### src/rtl/seq_stage_ctrl.sv
// Y86-64 SEQ sequencer: one stage strobe per cycle, CC gating, dmem handshake, status.
// Optional SEQ_SINGLE_STEP_EN adds a step input and a PAUSE state after PC update.
module seq_stage_ctrl #(
    parameter int CNT_W       = 32,
    parameter int MEM_TIMEOUT = 15
) (
    input  logic             clk,
    input  logic             reset,
    input  logic             start,
    input  logic [3:0]       icode,
    input  logic             imem_error,
    input  logic             dmem_ack,
    input  logic             dmem_error,
`ifdef SEQ_SINGLE_STEP_EN
    input  logic             step,
`endif
    output logic             f_en,
    output logic             d_en,
    output logic             e_en,
    output logic             m_en,
    output logic             w_en,
    output logic             pc_en,
    output logic             cc_en,
    output logic             dmem_req,
    output logic [2:0]       stat,
    output logic             busy,
    output logic [CNT_W-1:0] instr_count
);

    localparam logic [2:0] StatAok = 3'd1;
    localparam logic [2:0] StatHlt = 3'd2;
    localparam logic [2:0] StatAdr = 3'd3;
    localparam logic [2:0] StatIns = 3'd4;
    localparam logic [7:0] WaitLast = 8'(MEM_TIMEOUT - 1);

    typedef enum logic [3:0] {
        IDLE,
        FETCH,
        DECODE,
        EXECUTE,
        MEMORY,
        MEM_WAIT,
        WRITEBACK,
        PCUPD,
        HALT
`ifdef SEQ_SINGLE_STEP_EN
        , PAUSE
`endif
    } state_t;

    state_t     state;
    state_t     nextState;
    logic [2:0] nextStat;
    logic [3:0] icodeQ;
    logic [7:0] waitCnt;
    logic       isMem;

    assign isMem = icodeQ inside {4'h4, 4'h5, 4'h8, 4'h9, 4'hA, 4'hB};

    always_comb begin
        nextState = state;
        nextStat  = stat;
        unique case (state)
            IDLE: begin
                if (start) nextState = FETCH;
            end
            FETCH: begin
                if (imem_error) begin
                    nextState = HALT;
                    nextStat  = StatAdr;
                end else if (icode > 4'hB) begin
                    nextState = HALT;
                    nextStat  = StatIns;
                end else if (icode == 4'h0) begin
                    nextState = HALT;
                    nextStat  = StatHlt;
                end else begin
                    nextState = DECODE;
                end
            end
            DECODE:  nextState = EXECUTE;
            EXECUTE: nextState = MEMORY;
            MEMORY: begin
                if (!isMem) begin
                    nextState = WRITEBACK;
                end else if (dmem_ack) begin
                    nextState = dmem_error ? HALT : WRITEBACK;
                    if (dmem_error) nextStat = StatAdr;
                end else begin
                    nextState = MEM_WAIT;
                end
            end
            MEM_WAIT: begin
                // a late ack in the final wait cycle still completes normally
                if (dmem_ack) begin
                    nextState = dmem_error ? HALT : WRITEBACK;
                    if (dmem_error) nextStat = StatAdr;
                end else if (waitCnt == WaitLast) begin
                    nextState = HALT;
                    nextStat  = StatAdr;
                end
            end
            WRITEBACK: nextState = PCUPD;
`ifdef SEQ_SINGLE_STEP_EN
            PCUPD: nextState = PAUSE;
            PAUSE: begin
                if (step) nextState = FETCH;
            end
`else
            PCUPD: nextState = FETCH;
`endif
            HALT:    nextState = HALT;
            default: nextState = IDLE;
        endcase
    end

    always_ff @(posedge clk) begin
        if (reset) begin
            state       <= IDLE;
            stat        <= StatAok;
            icodeQ      <= 4'h0;
            waitCnt     <= 8'd0;
            instr_count <= '0;
        end else begin
            state <= nextState;
            stat  <= nextStat;
            if (state == FETCH) icodeQ <= icode;
            if (state == MEMORY) waitCnt <= 8'd0;
            else if (state == MEM_WAIT) waitCnt <= waitCnt + 8'd1;
            if (state == PCUPD) instr_count <= instr_count + CNT_W'(1);
        end
    end

    assign f_en     = (state == FETCH);
    assign d_en     = (state == DECODE);
    assign e_en     = (state == EXECUTE);
    assign m_en     = (state == MEMORY);
    assign w_en     = (state == WRITEBACK);
    assign pc_en    = (state == PCUPD);
    assign cc_en    = (state == EXECUTE) && (icodeQ == 4'h6);
    assign dmem_req = ((state == MEMORY) && isMem) || (state == MEM_WAIT);
`ifdef SEQ_SINGLE_STEP_EN
    assign busy = !(state inside {IDLE, HALT, PAUSE});
`else
    assign busy = !(state inside {IDLE, HALT});
`endif

endmodule

### config.mk
export PLATFORM = sky130hd
export DESIGN_NAME = seq_stage_ctrl
export DESIGN_NICKNAME = d
export VERILOG_FILES = /design/src/rtl/seq_stage_ctrl.sv
export SDC_FILE = /design/constraint.sdc
export NUM_CORES = 1
export LEC_CHECK = 0
export CAP_MARGIN = 20
export CORE_MARGIN = 2
export CORE_UTILIZATION = 45
export CTS_BUF_LIST = sky130_fd_sc_hd__clkbuf_8
export CTS_CLUSTER_DIAMETER = 100
export DETAILED_ROUTE_END_ITERATION = 10
export PLACE_DENSITY = 0.72
export SLEW_MARGIN = 40
export SYNTH_ARGS = -nofsm -noshare
export SYNTH_HDL_FRONTEND = slang
export SYNTH_SLANG_ARGS = --single-unit
export TNS_END_PERCENT = 20
### constraint.sdc
create_clock -name clk -period 3.4 [get_ports clk]
set_input_delay 0.68 -clock clk [delete_from_list [all_inputs] [get_ports clk]]
set_output_delay 0.68 -clock clk [all_outputs]
set_load 0.01 [all_outputs]
==> reports/results.txt <==
Outcome: finished clean
Placed cells: 410
Core Footprint: 0.005540 sq mm
FF+latch count, synth: 51
R2r startpoint: state[1]
Post-route cell area: 0.003283 sq mm
Critical path arrival: 2.24 ns
Drt first-iter violations: 211
Required @ worst endpoint: 2.72 ns
Startpoint Class: flip-flop
Syn Inst Count: 297
Primary FF master, synth: dfxtp_1
Slew Viols, Final: 0
Via count: 2269
Worst Skew: 0.009629 ns
Synth-to-layout area growth: 25.73%
Die outline area: 0.006428 sq mm
Maximum vdd ir drop: 0.1734 mV
Synth async-reset ratio: 0%
MaxCap Viol Count: 0
Post-route insts no fill: 417
Routed len/inst: 13.93 um
Num rows: 27
Clock Sinks: 51
Post-CTS setup buffers: 0
Layout cell share with drive strength beyond 1: 8.116%
Top cells by area, synth: dfxtp_1, xor2_1, nor2_1, nand4_1, nand3_1
DIE HEIGHT: 80.18 um
CP peak stage delay: 0.53 ns
Top Ports: 54
GP Congestion: 0.8553
Sum Neg Setup Slack: 0 ns
First drt pass iteration count: 4
First-pass GRT wire length: 9604 um
Post-route DRC: 0
CP Depth: 5
Mean Syn Cell Area: 8.792 sq um
Hold path startpoint: stat[0]
Slew HR: 51.34%
Antenna viol nets, final: 0
Final Critical Period: 2.922 ns
Die width: 80.18 um
Slew @ Worst Pin: 0.7243 ns
CTS tree: built
Cell Chain, Critical Path: inv_1, nand2_1, nor3b_1, and4_1, clkdlybuf4s50_1
Min Hold Slack: 0.4560 ns
Placed cell areas: 0.003177 sq mm
Post-synth EDFFs: 0
Kind of end point of the critical path: output port
Crit path max-delay family: buffers and inverters
Endpoints failing hold: 0
Final setup vio count: 0
Hold Buf Count CTS: 0
CTS resizes: 0
Clock Tree Buf Depth: 2
Antenna cells: 0
Ys Warns: 0
Global Route Usage Sum: 18.72%
Largest net degree at the start of global routing: 31
CP max stage cell: clkdlybuf4s50_1
HPWL after DPL: 4142 um
Synth area leader: dfxtp_1
Register area share after synthesis: 39.10%
Post-synth cell types: 48
Worst skew pair latency: 0.31 ns
Mapped cell area: 0.002611 sq mm
Fmax: 0.3423 GHz
HP Class: reg2reg
Root buf cell: clkbuf_8
Worst Reg2Reg Path Length in Cells: 5
Initial antenna violation count: 0
Syn_nets: 310
Gr ovfl total: 0
Critical path class: reg2out
Period utilization: 85.94%
RSZ-0062 raised after global routing: false
WP buf/inv: 2
Commonest cells post-synth: dfxtp_1, nor2_1, xor2_1
Leak: 0.001155 uW
Post-synth top area share: 39.10%
Total wire length: 5810 um
H-tree depth: 2
Most frequent cell after synthesis: dfxtp_1
Critical path fanouts, max: 9
Vias/cell: 5.441
Hold-critical path depth: 2
Cts bufs inserted: 5
Initial Util: 47.13%
Vias in the first global route: 2079
Port Buf Inserts: 53
Worst setup path startpoint: state[2]
Clk slew on worst S/H paths: 0.09 ns
Power Dens Cells: 365.5 mW/mm^2
Nets: 358
[sequential cells by signal (all words and copies together), names as in the netlist]
register	cells
state	4
instr_count	32
stat	3
icodeQ	4
waitCnt	8
[area by class of cell]
| cell class | count | area, sq um |
|---|---|---|
| tap | 72 | 90.09 |
| timing repair buffer | 57 | 560.5 |
| sequential | 51 | 1021 |
| multi-input combinational | 222 | 1475 |
| clock buffer | 5 | 68.82 |
| clock inverter | 2 | 37.54 |
| fill | 518 | 2257 |
| inverter | 8 | 30.03 |
[placed cells by master (no fill, tap or decap), types with 2 or more instances in the layout]
| cell | n |
|---|---|
| nor4_4 | 2 |
| nand4_1 | 15 |
| nor2_1 | 48 |
| ha_1 | 3 |
| a311oi_1 | 2 |
| buf_4 | 4 |
| or3_1 | 5 |
| a211oi_1 | 2 |
| mux2i_1 | 6 |
| nand4_2 | 2 |
| xnor2_1 | 8 |
| o21ai_0 | 8 |
| and3_1 | 6 |
| a21oi_1 | 9 |
| clkdlybuf4s50_1 | 53 |
| or2_2 | 3 |
| and4_1 | 4 |
| and2_1 | 4 |
| nor3_1 | 8 |
| xor2_1 | 26 |
| nand2b_1 | 2 |
| dfxtp_1 | 51 |
| nor4_1 | 5 |
| inv_1 | 8 |
| nand3_1 | 15 |
| nand2_1 | 19 |
| clkbuf_8 | 5 |
[path summary, 6_finish.rpt]
check / slack, ns / to
worst max-delay path: 0.48 / cc_en
worst max register to register: 1.12 / instr_count[31]
worst min register to register: 0.46 / stat[0]
worst min-delay path: 0.46 / stat[0]
[cells by family (layout without fill, tap and decap cells)]
family | count (synthesis) | in the layout | share of synthesized area, %
simple gates | 150 | 150 | 32.92
fa+ha+maj | 3 | 3 | 1.438
compound gates | 29 | 29 | 8.433
mux | 6 | 6 | 2.300
xor+xnor | 34 | 34 | 11.40
buf+inv | 24 | 72 | 4.408
flops | 51 | 51 | 39.10
[worst reg2reg max path, cell delays in order, from the launching register on]
cell	delay (ns)
dfxtp_1	0.62
and4b_1	0.49
and4_4	0.40
nand4_2	0.18
or3_1	0.36
a21oi_1	0.16
[per-stage QoR]
stage	power, uW	utilization, %	setup WS, ns
after floorplan	746.3	-	1.329
after global placement	798.8	57.34	0.6833
after detailed placement	799.4	57.34	0.5286
after CTS	1207	59.26	0.5125
after global routing	1245	59.26	0.3761
final	1200	59.26	0.4782
[layer usage]
metal	up-vias	track usage [%]	share of wire (%)
met4	0	5.593	1.2
li1	1144	-	-
met1	1045	26.25	50
met5	-	0	0
met3	6	4.382	5.1
met2	74	28.50	43
[where the power goes]
group / internal, uW / total (uW) / switching (uW)
combinational: 75.5 / 147 / 71.9
clock: 215 / 413 / 198
sequential: 612 / 640 / 27.6
total: 903 / 1200 / 297
Power figures use the tool's default switching activity.
==> RTL edit 1 (same flow settings) <==
`CNT_W`: 32 -> 16.
--- a/src/rtl/seq_stage_ctrl.sv
+++ b/src/rtl/seq_stage_ctrl.sv
@@ -1,7 +1,7 @@
 // Y86-64 SEQ sequencer: one stage strobe per cycle, CC gating, dmem handshake, status.
 // Optional SEQ_SINGLE_STEP_EN adds a step input and a PAUSE state after PC update.
 module seq_stage_ctrl #(
-    parameter int CNT_W       = 32,
+    parameter int CNT_W       = 16,
     parameter int MEM_TIMEOUT = 15
 ) (
     input  logic             clk,
Interface: changed (resized instr_count); port bits go from 54 to 38. No check against the original RTL was run, so the function may have changed too.
==> RTL edit 1 against the unedited design <==
- routed wire length shrank 35%
- final area shrank 32%
- fmax grew 1.9%
- synthesized area shrank 34%
- total power shrank 30%
- hold slack gained 0.013 ns
- sequential cell count shrank 16
- setup slack gained 0.054 ns
- synthesized cell count shrank 30%
==> RTL edit 1: results (changes against the unedited design) <==
Finish
  • Final nets: 259 (-28%)
  • Layout cells sized above 1: 0.06883 (-0.01233)
  • Largest regs: instr_count x16, waitCnt x8
  • Antenna diodes: 0 (unchanged)

Drt
  • Via/cell ratio: 5.251 (-3.5%)
  • Antenna Nets Post-Route: 0 (unchanged)
  • WL per Instance: 12.71 um (-8.8%)
  • Met3 WL: 235 um (-20%)
  • DR iter-0 viols: 90 (-57%)
  • Met2 wire len: 1688 um (-33%)
  • Highest metal used: met4
  • First drt pass iteration count: 4 (unchanged)
  • Met1 Routed Length: 1793 um (-39%)

Global route
  • Gr usage total: 0.1824 (-0.004799)
  • Vias in the first global route: 1385 (-33%)
  • M3 GR Usage: 0.04600 (+0.002176)
  • Met2 Use GR: 0.2913 (+0.006250)
  • Initial antenna violation count: 0 (unchanged)
  • Met1 GRT Util: 0.2421 (-0.02039)
  • Pin count of the biggest net entering global routing: 30 (-3.2%)
  • Global-route wire length before repair: 6175 um (-36%)

Setup path
  • R2R setup slack: 1.45 ns (+0.33 ns)
  • Crit-path leading delay family: buffers and inverters
  • Crit path largest cell delay: 0.60 ns (+0.07 ns)
  • Crit path max fanout: 14 (+5)
  • Worst-path cell with the longest stage delay: dfxtp_1
  • Arrival @ worst endpoint: 2.19 ns (-0.05 ns)

Clock tree
  • H-tree levels: 2 (unchanged)
  • Num CTS Buffers: 5 (unchanged)
  • Clk slew on worst S/H paths: 0.07 ns (-0.02 ns)
  • Worst skew pair latency: 0.28 ns (-0.03 ns)
  • Post-CTS sizing: 0 (unchanged)
  • Clk root buf: clkbuf_8
  • Maximum clock insertion buffer count: 2 (unchanged)
  • Post-CTS setup buffer count: 0 (unchanged)

Place
  • Final Wtd Congestion: 0.8659 (+1.2%)
  • DPL Wire Length: 2725 um (-34%)
  • PortBufs: 37 (-30%)

Timing
  • Layout Skew: 0.005512 ns (-0.004117 ns)
  • Rel. slew slack: 0.6865 (+0.1731)
  • Final setup viols: 0 (unchanged)

Power and ir drop
  • Worst vdd ir: 0.3018 mV (+74%)
  • Leak Pwr: 0.8216 nW (-29%)

Synthesis
  • Synth top area cells: dfxtp_1 40%, xor2_1 7.6%, nor2_1 7.4%, nand2_1 5.2%, xnor2_1 3.0%
  • Synth Area in XOR/XNOR: 0.1061 (-0.007979)
  • Commonest cells in the netlist: 35 x dfxtp_1, 34 x nor2_1, 24 x nand2_1
  • Register area share after synthesis: 0.4040 (+0.01305)
  • Synthesis Warnings: 0 (unchanged)
  • Adder-cell share of the synthesized area: 0.02165 (+0.007270)
  • Distinct cells, synth: 40 (-17%)
  • Post-synthesis mux area share: 0.01804 (-0.004962)
  • Synth Area in Compound Gates: 0.09596 (+0.01163)
  • Synth async-reset ratio: 0 (unchanged)
  • Syn_nets: 222 (-28%)

Status
  • Status: completed

Worst hold path
  • Hold Crit Class: flip-flop to flip-flop
[RTL edit 1: cell count changes in the layout (fill, tap and decap cells not counted), sizes merged, moves of 6 or more]
| cell | change |
|---|---|
| xor2 | -11 |
| and3 | -6 |
| clkdlybuf4s50 | -16 |
| nand3 | -9 |
| nand4 | -10 |
| nor2 | -14 |
| dfxtp | -16 |
[RTL edit 1: final cells by class]
class	instances	area, um2
fill	342	1468
multi-input combinational	157	960.9
sequential	35	700.7
timing repair buffer	39	385.4
clock buffer	5	68.82
tap	48	60.06
inverter	8	32.53
clock inverter	3	12.51
[RTL edit 1: power breakdown]
| group | internal, mW | switching (mW) |
|---|---|---|
| clock network | 0.138 | 0.140 |
| registers | 0.423 | 0.0206 |
| logic | 0.0555 | 0.0597 |
| total | 0.616 | 0.220 |
[RTL edit 1: through the flow]
step           hold slack (ns)  std cells  instance area (um2)  setup WS (ns)
2_1_floorplan           0.4363        209                 1734          1.644
3_5_place_dp            0.4687        287                 2140         0.8416
5_1_grt                 0.4976        295                 2221         0.4259
6_report                0.4689        295                 2221         0.5322
3_3_place_gp            0.4466        287                 2140         0.8914
4_1_cts                 0.4780        295                 2221         0.5285
[RTL edit 1: cells by family after synthesis]
group	count (synthesis)
xor gates and xnor gates	21
and+or+nand+nor	104
muxes	3
buffers and inverters	17
DFF	35
AOI/OAI and AO/OA	26
adders and majority gates	3
[RTL edit 1: worst paths after layout]
path / from / endpoint / depth (start not counted)
setup / recovery: state[0] / f_en / 4
hold / removal: icodeQ[0] / icodeQ[0] / 2
setup reg to reg: state[3] / stat[2] / 6
hold reg to reg: icodeQ[0] / icodeQ[0] / 2
[RTL edit 1: worst min-delay path, delay by kind of cell (launching register included)]
family           cells  cell delay, ns
AND/OR/NAND/NOR      1            0.06
AO/OA/AOI/OAI        1            0.05
flip-flops           1            0.31
==> RTL edit 2 (same flow settings) <==
Made on the original files. Register the output `instr_count` once more, with the module's reset; this adds one clock of latency there. The other outputs are not delayed to match.
--- a/src/rtl/seq_stage_ctrl.sv
+++ b/src/rtl/seq_stage_ctrl.sv
@@ -47,6 +47,8 @@
         , PAUSE
 `endif
     } state_t;
+
+    logic [CNT_W-1:0] instr_count_s0;
 
     state_t     state;
     state_t     nextState;
@@ -120,14 +122,14 @@
             stat        <= StatAok;
             icodeQ      <= 4'h0;
             waitCnt     <= 8'd0;
-            instr_count <= '0;
+            instr_count_s0 <= '0;
         end else begin
             state <= nextState;
             stat  <= nextStat;
             if (state == FETCH) icodeQ <= icode;
             if (state == MEMORY) waitCnt <= 8'd0;
             else if (state == MEM_WAIT) waitCnt <= waitCnt + 8'd1;
-            if (state == PCUPD) instr_count <= instr_count + CNT_W'(1);
+            if (state == PCUPD) instr_count_s0 <= instr_count_s0 + CNT_W'(1);
         end
     end
 
@@ -145,5 +147,13 @@
     assign busy = !(state inside {IDLE, HALT});
 `endif
 
+    always_ff @(posedge clk) begin
+        if (reset) begin
+            instr_count <= '0;
+        end else begin
+            instr_count <= instr_count_s0;
+        end
+    end
+
 endmodule
 
Function: changed (a bounded check fails within 10 cycles, from zero or initial values and one cycle with reset high).
==> RTL edit 2 against the unedited design <==
- die area up 30%
- synthesized cell count up 22%
- first-iteration DRC count down 33%
- routed wire length up 12%
- clock power up 83%
- hold slack better by 0.030 ns
- synthesized area up 32%
- setup slack worse by 0.028 ns
- sequential cell count up 32
- final area up 29%
- total power up 60%
- via count up 13%
- largest power group unchanged
==> RTL edit 2: results (changes against the unedited design) <==
Status
  • Status: completed

Synthesis
  • Synth top area cells: dfxtp_1 48%, xnor2_1 6.1%, nor2b_1 5.6%, nor2_1 5.4%, xor2_1 2.8%
  • Distinct cells, synth: 50 (+4.2%)
  • Syn_nets: 374 (+21%)
  • Register area share after synthesis: 0.4836 (+0.09262)
  • Commonest cells in the netlist: 83 x dfxtp_1, 49 x nor2_1, 31 x nor2b_1
  • Adder-cell share of the synthesized area: 0.01092 (-0.003450)
  • Synth Area in XOR/XNOR: 0.08922 (-0.02482)
  • Post-synthesis mux area share: 0.01748 (-0.005520)
  • Synth Area in Compound Gates: 0.04188 (-0.04245)

Finish
  • Final nets: 421 (+18%)
  • Largest regs: instr_count x32, instr_count_s0 x32, waitCnt x8
  • Layout cells sized above 1: 0.08717 (+0.006008)

Setup path
  • Crit path largest cell delay: 0.63 ns (+0.10 ns)
  • Worst-path cell with the longest stage delay: dfxtp_1
  • Capture point of the critical path: dmem_req
  • R2R setup slack: 0.63 ns (-0.49 ns)
  • CP startpoint: state[2]
  • Arrival @ worst endpoint: 2.27 ns (+0.03 ns)
  • Crit path max fanout: 15 (+6)
  • Reg2Reg Capture Point: instr_count_s0[31]
  • Reg-to-reg startpoint: state[1]
  • Crit-path leading delay family: flip-flops

Power and ir drop
  • Worst vdd ir: 0.2315 mV (+34%)
  • Leak Pwr: 1.475 nW (+28%)

Drt
  • Via/cell ratio: 5.018 (-7.8%)
  • Met3 WL: 216 um (-27%)
  • Met1 Routed Length: 3108 um (+6.2%)
  • DR iter-0 viols: 141 (-33%)
  • Met2 wire len: 3050 um (+21%)
  • WL per Instance: 12.65 um (-9.2%)

Global route
  • M3 GR Usage: 0.04149 (-0.002326)
  • Met2 Use GR: 0.2659 (-0.01907)
  • Global-route wire length before repair: 11150 um (+16%)
  • Gr usage total: 0.1648 (-0.02243)
  • Vias in the first global route: 2385 (+15%)
  • Pin count of the biggest net entering global routing: 43 (+39%)

Clock tree
  • H-tree levels: 3 (+1)
  • Worst skew pair latency: 0.35 ns (+0.04 ns)
  • Num CTS Buffers: 9 (+4)

Worst hold path
  • Hold wc startpoint: waitCnt[0]
  • WHS Endpoint: waitCnt[0]
  • Worst hold stages: 2 (unchanged)

Timing
  • Rel. slew slack: 0.5346 (+0.02120)
  • Layout Skew: 0.006043 ns (-0.003587 ns)

Place
  • DPL Wire Length: 4383 um (+5.8%)
  • Final Wtd Congestion: 0.8286 (-3.1%)
-- RTL edit 2: cell types whose count changed in the layout (fill, tap and decap cells not counted), moves of 3 or more --
cell and change:
nor4_2 +6, nor2b_1 +31, xnor2_1 +16, nand4_1 -12, xor2_1 -15, a21oi_1 -4
dfxtp_1 +32, nor3_1 +6, or3_1 -3, clkbuf_8 +4
-- RTL edit 2: kinds of logic (layout without fill, tap and decap cells) --
kind of cell	Yosys count	count (layout)
and+or+nand+nor	183	183
DFF	83	83
xor gates and xnor gates	35	35
buffers and inverters	28	80
AOI/OAI and AO/OA	23	23
muxes	6	6
adders and majority gates	3	3
-- RTL edit 2: area by class of cell --
| type | instances | area [um2] |
|---|---|---|
| fillers | 645 | 3095 |
| flip-flops and latches | 83 | 1662 |
| well taps | 99 | 123.9 |
| multi-input cells | 250 | 1658 |
| clock inverters | 7 | 93.84 |
| repair buffers | 55 | 540.5 |
| inverters | 9 | 33.78 |
| clock buffers | 9 | 123.9 |
-- RTL edit 2: power breakdown --
| group | leakage [nW] | internal [mW] | switching [mW] | total [mW] |
|---|---|---|---|---|
| registers | 0.669 | 0.987 | 0.0279 | 1.02 |
| logic | 0.695 | 0.0774 | 0.0776 | 0.155 |
| clock network | 0.111 | 0.412 | 0.344 | 0.755 |
| total | 1.48 | 1.48 | 0.449 | 1.93 |
-- RTL edit 2: metrics by stage --
| step | worst slack [ns] | std cells | cell area (um2) | hold WS [ns] |
|---|---|---|---|---|
| after floorplan | 1.110 | 361 | 3436 | 0.4577 |
| after global placement | 0.8051 | 496 | 4013 | 0.4715 |
| after detailed placement | 0.7711 | 496 | 4013 | 0.4731 |
| after CTS | 0.4462 | 512 | 4230 | 0.4846 |
| after global routing | 0.3159 | 512 | 4235 | 0.4920 |
| final | 0.4500 | 512 | 4235 | 0.4857 |
